`config.mk`:
```
export PLATFORM = sky130hd
export DESIGN_NAME = tape_ram_writer_flat
export DESIGN_NICKNAME = d
export VERILOG_FILES = /design/src/rtl/tape_ram_writer_if.sv /design/src/rtl/tape_ram_writer.sv /design/src/flat_wrapper.sv
export SDC_FILE = /design/constraint.sdc
export NUM_CORES = 1
export LEC_CHECK = 0
export ABC_CLOCK_PERIOD_IN_PS = 6450
export CAP_MARGIN = 20
export CORE_MARGIN = 4
export CORE_UTILIZATION = 50
export DETAILED_ROUTE_END_ITERATION = 12
export PLACE_DENSITY = 0.69
export SLEW_MARGIN = 0
export SYNTH_ARGS = -nofsm -noshare
export SYNTH_HDL_FRONTEND = slang
export SYNTH_SLANG_ARGS = --single-unit
```
`constraint.sdc`:
```
create_clock -name clk -period 6.45 [get_ports clk]
set_input_delay 1.6125 -clock clk [delete_from_list [all_inputs] [get_ports clk]]
set_output_delay 1.6125 -clock clk [all_outputs]
set_load 0.01 [all_outputs]
```
`src/rtl/tape_ram_writer_if.sv`:
```
// Bundles the tape parser, RAM write port and CPU loader signals of tape_ram_writer.
// The checksum wire exists only when TAPE_RAM_WRITER_CHECKSUM_EN is defined.
interface tape_ram_writer_if #(
    parameter int ADDR_W = 16,
    parameter int DATA_W = 8
);
    logic [ADDR_W-1:0] tape_addr;
    logic              tape_wr;
    logic [DATA_W-1:0] tape_dout;
    logic              tape_complete;
    logic              ram_ready;
    logic [ADDR_W-1:0] ram_addr;
    logic [DATA_W-1:0] ram_dout;
    logic              ram_we;
    logic              exec_req;
    logic [ADDR_W-1:0] exec_addr;
    logic              exec_ack;
    logic              busy;
    logic              overflow;
`ifdef TAPE_RAM_WRITER_CHECKSUM_EN
    logic [7:0]        checksum;

    modport slave (
        input  tape_addr, tape_wr, tape_dout, tape_complete, ram_ready, exec_ack,
        output ram_addr, ram_dout, ram_we, exec_req, exec_addr, busy, overflow, checksum
    );
    modport master (
        output tape_addr, tape_wr, tape_dout, tape_complete, ram_ready, exec_ack,
        input  ram_addr, ram_dout, ram_we, exec_req, exec_addr, busy, overflow, checksum
    );
`else
    modport slave (
        input  tape_addr, tape_wr, tape_dout, tape_complete, ram_ready, exec_ack,
        output ram_addr, ram_dout, ram_we, exec_req, exec_addr, busy, overflow
    );
    modport master (
        output tape_addr, tape_wr, tape_dout, tape_complete, ram_ready, exec_ack,
        input  ram_addr, ram_dout, ram_we, exec_req, exec_addr, busy, overflow
    );
`endif
endinterface

```
`src/rtl/tape_ram_writer.sv`:
```
// Converts level-style tape parser writes into one FIFO-buffered RAM write per byte,
// then hands the exec address to the loader. Optional checksum: TAPE_RAM_WRITER_CHECKSUM_EN.
module tape_ram_writer #(
    parameter int ADDR_W  = 16,
    parameter int DATA_W  = 8,
    parameter int FIFO_AW = 3
) (
    input logic             clk,
    input logic             reset_n,
    tape_ram_writer_if.slave bus
);
    localparam int DEPTH = 1 << FIFO_AW;

    typedef enum logic [1:0] {IDLE, LOADING, DRAIN, EXEC_REQ} state_t;
    typedef logic [FIFO_AW:0] ptr_t;

    state_t            state_q, state_d;
    logic [ADDR_W-1:0] last_addr_q, last_addr_d;
    logic              wr_seen_q, wr_seen_d;
    logic              cmpl_prev_q, cmpl_prev_d;
    logic              overflow_q, overflow_d;
    logic [ADDR_W-1:0] exec_addr_q, exec_addr_d;
    ptr_t              wr_ptr_q, wr_ptr_d;
    ptr_t              rd_ptr_q, rd_ptr_d;
    logic [ADDR_W+DATA_W-1:0] mem_q [DEPTH];

    logic              capture, cmpl_rise, empty, full, pop, push, drop;
    logic [ADDR_W-1:0] head_addr;
    logic [DATA_W-1:0] head_data;

    assign capture   = bus.tape_wr && (!wr_seen_q || bus.tape_addr != last_addr_q);
    assign cmpl_rise = bus.tape_complete && !cmpl_prev_q;
    assign empty     = (wr_ptr_q == rd_ptr_q);
    assign full      = (wr_ptr_q[FIFO_AW] != rd_ptr_q[FIFO_AW]) &&
                       (wr_ptr_q[FIFO_AW-1:0] == rd_ptr_q[FIFO_AW-1:0]);
    assign pop       = !empty && bus.ram_ready;
    // A pop frees the head slot in the same cycle, so a full FIFO can still accept.
    assign push      = capture && (!full || pop);
    assign drop      = capture && !push;
    assign {head_addr, head_data} = mem_q[rd_ptr_q[FIFO_AW-1:0]];

    always_comb begin
        wr_seen_d   = bus.tape_wr;
        last_addr_d = capture ? bus.tape_addr : last_addr_q;
        cmpl_prev_d = bus.tape_complete;
        wr_ptr_d    = push ? wr_ptr_q + ptr_t'(1) : wr_ptr_q;
        rd_ptr_d    = pop  ? rd_ptr_q + ptr_t'(1) : rd_ptr_q;
    end

    always_comb begin
        state_d     = state_q;
        exec_addr_d = exec_addr_q;
        overflow_d  = overflow_q;
        case (state_q)
            IDLE: begin
                if (cmpl_rise) begin
                    exec_addr_d = bus.tape_addr;
                    state_d     = DRAIN;
                end else if (capture) begin
                    state_d = LOADING;
                end
            end
            LOADING: begin
                if (cmpl_rise) begin
                    exec_addr_d = bus.tape_addr;
                    state_d     = DRAIN;
                end
            end
            DRAIN:    if (empty && !pop) state_d = EXEC_REQ;
            EXEC_REQ: if (bus.exec_ack) state_d = IDLE;
            default:  state_d = IDLE;
        endcase
        // Any capture seen from IDLE starts a fresh load; a drop in that same cycle still counts.
        if (state_q == IDLE && capture) overflow_d = 1'b0;
        if (drop) overflow_d = 1'b1;
    end

    always_ff @(posedge clk or negedge reset_n) begin
        if (!reset_n) begin
            state_q     <= IDLE;
            last_addr_q <= '0;
            wr_seen_q   <= 1'b0;
            cmpl_prev_q <= 1'b0;
            overflow_q  <= 1'b0;
            exec_addr_q <= '0;
            wr_ptr_q    <= '0;
            rd_ptr_q    <= '0;
        end else begin
            state_q     <= state_d;
            last_addr_q <= last_addr_d;
            wr_seen_q   <= wr_seen_d;
            cmpl_prev_q <= cmpl_prev_d;
            overflow_q  <= overflow_d;
            exec_addr_q <= exec_addr_d;
            wr_ptr_q    <= wr_ptr_d;
            rd_ptr_q    <= rd_ptr_d;
        end
    end

    // Storage needs no reset: outputs are gated by pop and pointers define validity.
    always_ff @(posedge clk) begin
        if (push) mem_q[wr_ptr_q[FIFO_AW-1:0]] <= {bus.tape_addr, bus.tape_dout};
    end

    assign bus.ram_we    = pop;
    assign bus.ram_addr  = pop ? head_addr : '0;
    assign bus.ram_dout  = pop ? head_data : '0;
    assign bus.exec_req  = (state_q == EXEC_REQ);
    assign bus.exec_addr = exec_addr_q;
    assign bus.busy      = (state_q != IDLE);
    assign bus.overflow  = overflow_q;

`ifdef TAPE_RAM_WRITER_CHECKSUM_EN
    logic [7:0] sum_q, sum_d;

    always_comb begin
        sum_d = sum_q;
        // Writes during EXEC_REQ belong to the next load; the reported sum stays frozen.
        if (pop && state_q != EXEC_REQ) sum_d = sum_q + 8'(head_data);
        if (state_q == IDLE && state_d == LOADING) sum_d = '0;
    end

    always_ff @(posedge clk or negedge reset_n) begin
        if (!reset_n) sum_q <= '0;
        else          sum_q <= sum_d;
    end

    assign bus.checksum = sum_q;
`endif
endmodule
```
`src/flat_wrapper.sv`:
```
// flat-port wrapper written by rule: the top's interface ports become plain ports
module tape_ram_writer_flat 
#(
    parameter int ADDR_W  = 16,
    parameter int DATA_W  = 8,
    parameter int FIFO_AW = 3
)
  (clk, reset_n, bus_tape_addr, bus_tape_wr, bus_tape_dout, bus_tape_complete, bus_ram_ready, bus_exec_ack, bus_ram_addr, bus_ram_dout, bus_ram_we, bus_exec_req, bus_exec_addr, bus_busy, bus_overflow);
  tape_ram_writer_if #(.ADDR_W(ADDR_W), .DATA_W(DATA_W)) bus_i ();
  input logic clk;
  input logic reset_n;
  input wire logic [$bits(bus_i.tape_addr)-1:0] bus_tape_addr;
  input wire logic [$bits(bus_i.tape_wr)-1:0] bus_tape_wr;
  input wire logic [$bits(bus_i.tape_dout)-1:0] bus_tape_dout;
  input wire logic [$bits(bus_i.tape_complete)-1:0] bus_tape_complete;
  input wire logic [$bits(bus_i.ram_ready)-1:0] bus_ram_ready;
  input wire logic [$bits(bus_i.exec_ack)-1:0] bus_exec_ack;
  output wire logic [$bits(bus_i.ram_addr)-1:0] bus_ram_addr;
  output wire logic [$bits(bus_i.ram_dout)-1:0] bus_ram_dout;
  output wire logic [$bits(bus_i.ram_we)-1:0] bus_ram_we;
  output wire logic [$bits(bus_i.exec_req)-1:0] bus_exec_req;
  output wire logic [$bits(bus_i.exec_addr)-1:0] bus_exec_addr;
  output wire logic [$bits(bus_i.busy)-1:0] bus_busy;
  output wire logic [$bits(bus_i.overflow)-1:0] bus_overflow;
  assign bus_i.tape_addr = bus_tape_addr;
  assign bus_i.tape_wr = bus_tape_wr;
  assign bus_i.tape_dout = bus_tape_dout;
  assign bus_i.tape_complete = bus_tape_complete;
  assign bus_i.ram_ready = bus_ram_ready;
  assign bus_i.exec_ack = bus_exec_ack;
  assign bus_ram_addr = bus_i.ram_addr;
  assign bus_ram_dout = bus_i.ram_dout;
  assign bus_ram_we = bus_i.ram_we;
  assign bus_exec_req = bus_i.exec_req;
  assign bus_exec_addr = bus_i.exec_addr;
  assign bus_busy = bus_i.busy;
  assign bus_overflow = bus_i.overflow;
  tape_ram_writer #(.ADDR_W(ADDR_W), .DATA_W(DATA_W), .FIFO_AW(FIFO_AW)) u_core (.clk(clk), .reset_n(reset_n), .bus(bus_i));
endmodule
```
* Yosys cells after proc, flatten, opt, wreduce, memory -nomap -nowiden *
Memory sizes are Yosys's and may differ from the RTL's.
Cells that the tools add are included.
Widths: inputs -> output; s select.

cells by class
  muxes and demuxes = 12
  shift operators = 0
  divide/modulo/power cells = 0
  eq/ne operators = 11
  bitwise logic cells = 0
  reduce and logical (&&, ||, !) cells = 22
  $lt $le $gt $ge = 0
  multipliers = 0
  $add $sub $neg = 2

operator list
  kind                 count
  $mux 16              1
  $ne 16x16->1         1
  $mux 2               5
  $add 4x1->4 const B  2
  $logic_and 1x1->1    8
  $mux 8               1
  $pmux 2 s4           1
  $logic_not 1->1      6
  $eq 2x2->1 const B   2
  $eq 4x4->1           1
  $mux 1               4
  $ne 2x1->1 const B   2
  $reduce_and 4->1     1
  $reduce_bool 2->1    2
  $eq 3x3->1           1
  $ne 3x1->1 const B   1
  $eq 2x1->1 const B   1
  $logic_not 2->1      1
  $logic_or 1x1->1     2
  $ne 2x2->1 const B   1
  $reduce_and 2->1     1
  $reduce_or 2->1      1
  $ne 1x1->1           1

word-level totals
  memories kept = 1
  ROM bits = 0
  bits of input ports = 30
  bits in latches = 0
  logic and storage cells = 56
  memory bits (writable) = 192
  flip-flop bits (word level) = 45

memories
  memory        depth  bits a word  rd ports  clocked after Yosys merged registers in  write ports  RTL line               source
  u_core.mem_q  8      24           1         0                                        1            tape_ram_writer.sv:25  logic [ADDR_W+DATA_W-1:0] mem_q [DEPTH];

* Depth between registers and ports, before layout *
  depth after elaboration = 8
  gate-level depth with buffers = 8
  gate-level depth less buffers = 6

* Worst setup path before layout *
Ideal clock, no wire load.

  path type = input -> register
  from = input bus_tape_addr[13]
  to = memory u_core.mem_q[4][0] (netlist bit) (enable)
  buffers on the path = 1
  stages on the path = 6
  setup time = 0.466 ns
  arrival time = 4.707 ns
  setup slack = 1.276 ns
  path through = xnor2_1 -> nand4_1 -> nor4_2 -> a211oi_1 -> buf_6 -> nor4bb_1

between the ends
  cells in the longest elaborated chain, start to end = 6

ends and longest elaborated chain
  item                          RTL line                source
  start: declaration            flat_wrapper.sv:12      input wire logic [$bits(bus_i.tape_addr)-1:0] bus_tape_addr;
  $ne 16x16->1                  tape_ram_writer.sv:31   assign capture = bus.tape_wr && (!wr_seen_q || bus.tape_addr != last_addr_q);
  $logic_or 1x1->1              tape_ram_writer.sv:31
  $logic_and 1x1->1             tape_ram_writer.sv:31
  $logic_and 1x1->1             tape_ram_writer.sv:38   assign push = capture && (!full || pop);
  $mux 1                        tape_ram_writer.sv:102  if (push) mem_q[wr_ptr_q[FIFO_AW-1:0]] <= {bus.tape_addr, bus.tape_dout};
  $mux 1 (implied by the code)  tape_ram_writer.sv:102
  end: declaration              tape_ram_writer.sv:25

Every way passes these cells.

* Worst setup path in the final report *
  from = input bus_ram_ready
  to = output bus_ram_dout[6]

between the ends
  cells in the longest elaborated chain, start to end = 2

ends and longest elaborated chain
  item                RTL line                source
  start: declaration  flat_wrapper.sv:16      input wire logic [$bits(bus_i.ram_ready)-1:0] bus_ram_ready;
  $logic_and 1x1->1   tape_ram_writer.sv:36   assign pop = !empty && bus.ram_ready;
  $mux 8              tape_ram_writer.sv:107  assign bus.ram_dout = pop ? head_data : '0;
  end: declaration    flat_wrapper.sv:19      output wire logic [$bits(bus_i.ram_dout)-1:0] bus_ram_dout;

Every way passes these cells.

==> summary.txt <==
Run status
  – Status: complete, no violations

Routing
  – DRC errors left: 0
  – Antenna Nets Post-Route: 0
  – First-pass DRT Iterations: 4
  – Routed Wire Length: 18100 um
  – DRT iter0 DRCs: 322
  – DR WL/cell: 22.6 um
  – Via/cell ratio: 5.70
  – DR vias: 4564

Logic synthesis
  – Post-synth top cells: 192 x edfxtp_1, 48 x mux4_2, 45 x dfrtp_1, 27 x mux2i_1, 26 x nor2_1
  – Post-synth top flop: edfxtp_1
  – #FFs+latches synth: 237
  – Net Count, Synth: 509
  – Syn_area_per_cell: 19.9 um2
  – Synth top area share: 61.2%
  – Count leader, synth: edfxtp_1
  – Cells after synthesis: 472
  – Post-synth EDFFs: 192
  – Register area share after synthesis: 73.2%
  – Cell area after synthesis: 9420 um2
  – Area leader, netlist: edfxtp_1
  – Yosys warns: 0
  – Post-synth ARST share: 19.0%
  – Synth area leaders: edfxtp_1 61%, dfrtp_1 12%, mux4_2 11%
  – Cell variety after synth: 37

Clock tree
  – Setup Fix Bufs, Post-CTS: 0
  – Longest Clk Path Bufs: 3
  – CTS tree: built
  – Clk Latency, worst-skew pair: 0.50 ns
  – Clock sink count: 237
  – Hold_buf cts: 0
  – Root Driver: clkbuf_16
  – CTS clk-pin slew, worst paths: 0.06 ns
  – CTS-repair resized insts: 0
  – Number of H-tree levels: 1
  – Total CTS buffers: 24

STA
  – Fin Hold WS: 0.496 ns
  – Slew @ Worst Pin: 1.01 ns
  – Max-slew violation count: 0
  – Crit share post-route: 76.7%
  – FMAX: 0.202 GHz
  – Minimum clock period: 4.94 ns
  – Unrepaired setup endpoints after global routing: false
  – Worst Skew: 0.00701 ns
  – Fin. Hold Viols: 0
  – Total negative setup slack: 0 ns
  – # setup viols final: 0
  – Max-slew headroom: 32.4%

Power
  – Clock Power Share: 28.9%
  – Sw Share: 28.0%
  – Pwr/cell area: 456 nW/um2
  – Sw power: 1440 uW
  – Int Pwr: 3700 uW
  – VDD IR max: 265 uV
  – Leak: 0.00390 uW
  – Flop pwr share: 41.2%
  – Share of total power in combinational logic: 29.9%

Critical path
  – Arrival time worst endpoint: 3.33 ns
  – Largest fanout on the critical path: 21
  – Startpoint Class: primary input
  – Critical path's slowest cell: clkdlybuf4s50_1
  – Worst EP required: 4.84 ns
  – Kind of critical path: in2out
  – R2R depth: 7
  – Critical Path Sink Type: output port
  – Worst-path cell chain: clkdlybuf4s50_1 > nand2_1 > buf_4 > nor2_1 > clkdlybuf4s50_1
  – Largest stage delay, worst path: 0.55 ns
  – Cell repeated most along the worst path: clkdlybuf4s50_1

Place
  – Post-DP HPWL: 10300 um
  – Final GP Congestion: 0.707
  – Port bufs: 73

Layout
  – Area growth from synthesis to layout: 19.8%
  – Filler Cells Inserted: 1281
  – Share of layout cells above drive strength 1: 23.3%
  – Number of diodes: 0
  – Layout Nets: 591

Job
  – Max-cap violations: 0

Global routing
  – First-pass GRT wire length: 28600 um
  – Initial antenna violation count: 0
  – Total gr overflow: 0
  – Vias in the first global route: 5073
  – Largest net degree at the start of global routing: 52
  – Total GRT Usage: 17.2%

Floorplanning
  – # IOs: 74
  – Die width: 145 um
  – Starting density of the core: 51.5%
  – Core ar.: 18300 um2
  – Row cnt: 49
  – Die height: 145 um
  – Die Footprint: 21100 um2

Min path
  – Hold path depth: 1
  – Hold Path Class: reg2reg
[registers in the layout (all words and copies together) (netlist names)]
register	count
u_core.bus.exec_addr	16
u_core.cmpl_prev_q	1
u_core.wr_ptr_q	4
u_core.rd_ptr_q	4
u_core.wr_seen_q	1
u_core.mem_q	192
u_core.last_addr_q	16
u_core.state_q	2
u_core.bus.overflow	1
[area by class of cell]
class	instances	area (um2)	share of cell area [%]
inverter	7	26.3	0.233
tap	229	287	2.54
timing repair buffer	81	811	7.19
clock buffer	29	661	5.86
sequential	237	6900	61.2
multi-input combinational	203	2390	21.2
clock inverter	15	201	1.79
[worst max-delay path: cells and delay by family]
kind / cells / cell delay (ns)
and+or+nand+nor: 2 / 0.35
buffers and inverters: 3 / 1.37
[cells in the final DEF, fill, tap and decap left out, types with 3 or more instances in the layout]
| master | count |
|---|---|
| xor2_1 | 5 |
| inv_1 | 7 |
| dfrtp_1 | 43 |
| ha_1 | 7 |
| bufinv_16 | 5 |
| mux2_2 | 24 |
| nand2_1 | 9 |
| clkbuf_16 | 25 |
| o21ai_0 | 3 |
| buf_4 | 6 |
| mux2i_1 | 27 |
| mux4_2 | 48 |
| clkdlybuf4s50_1 | 72 |
| mux2_1 | 8 |
| edfxtp_1 | 192 |
| clkinv_2 | 8 |
| xnor2_1 | 21 |
| nand4_1 | 5 |
| nor2_1 | 26 |
[metal layers]
| metal | vias to the layer above | global-route usage (%) | wire length [um] |
|---|---|---|---|
| met3 | 30 | 3.37 | 1280 |
| met2 | 133 | 29.9 | 9290 |
| met4 | 0 | 3.89 | 369 |
| met1 | 2380 | 22.9 | 7160 |
| met5 | - | 0 | 0 |
| li1 | 2021 | - | - |
[power groups by stage]
stage               Combinational, uW  Sequential, uW  Clock (uW)
finish                           1540            2120        1480
global route                     1660            2150        1580
CTS                              1570            2130        1510
detailed placement               1550            2150           0
global placement                 1540            2130           0
floorplan                        1030            2070           0
[final timing paths]
| kind | slack, ns | endpoint | start |
|---|---|---|---|
| worst max register to register | 3.50 | u_core.mem_q[4][5] | u_core.rd_ptr_q[0] |
| worst max-delay path | 1.51 | bus_ram_dout[6] | bus_ram_ready |
| worst min-delay path | 0.50 | u_core.rd_ptr_q[3] | u_core.rd_ptr_q[3] |
| worst min register to register | 0.50 | u_core.rd_ptr_q[3] | u_core.rd_ptr_q[3] |
| max in group asynchronous | 5.05 | u_core.rd_ptr_q[0] | reset_n |
| min in group asynchronous | 0.93 | u_core.bus.exec_addr[2] | reset_n |
[per-stage QoR]
stage               setup WS [ns]  util [%]  std cells  total power, uW  instance area, um2
finish                       1.51      61.7        801             5140               11300
detailed placement           1.50      56.9        756             3710               10400
global route                 1.38      61.7        801             5390               11300
CTS                          1.49      61.6        800             5200               11300
global placement             1.53      56.9        756             3670               10400
floorplan                    1.28         -        472             3100                9420
[cell families (layout without fill, tap and decap cells)]
| kind of cell | after synthesis | after routing | synth area share (%) |
|---|---|---|---|
| XOR/XNOR | 26 | 26 | 2.42 |
| adder cells (fa/ha/maj) | 7 | 7 | 0.930 |
| flip-flops | 237 | 237 | 73.2 |
| buffers and inverters | 32 | 132 | 1.61 |
| multiplexers | 108 | 108 | 18.3 |
| AO/OA/AOI/OAI | 9 | 9 | 0.611 |
| AND/OR/NAND/NOR | 53 | 53 | 2.90 |
Note: power is estimated with default switching activity, not from simulation.
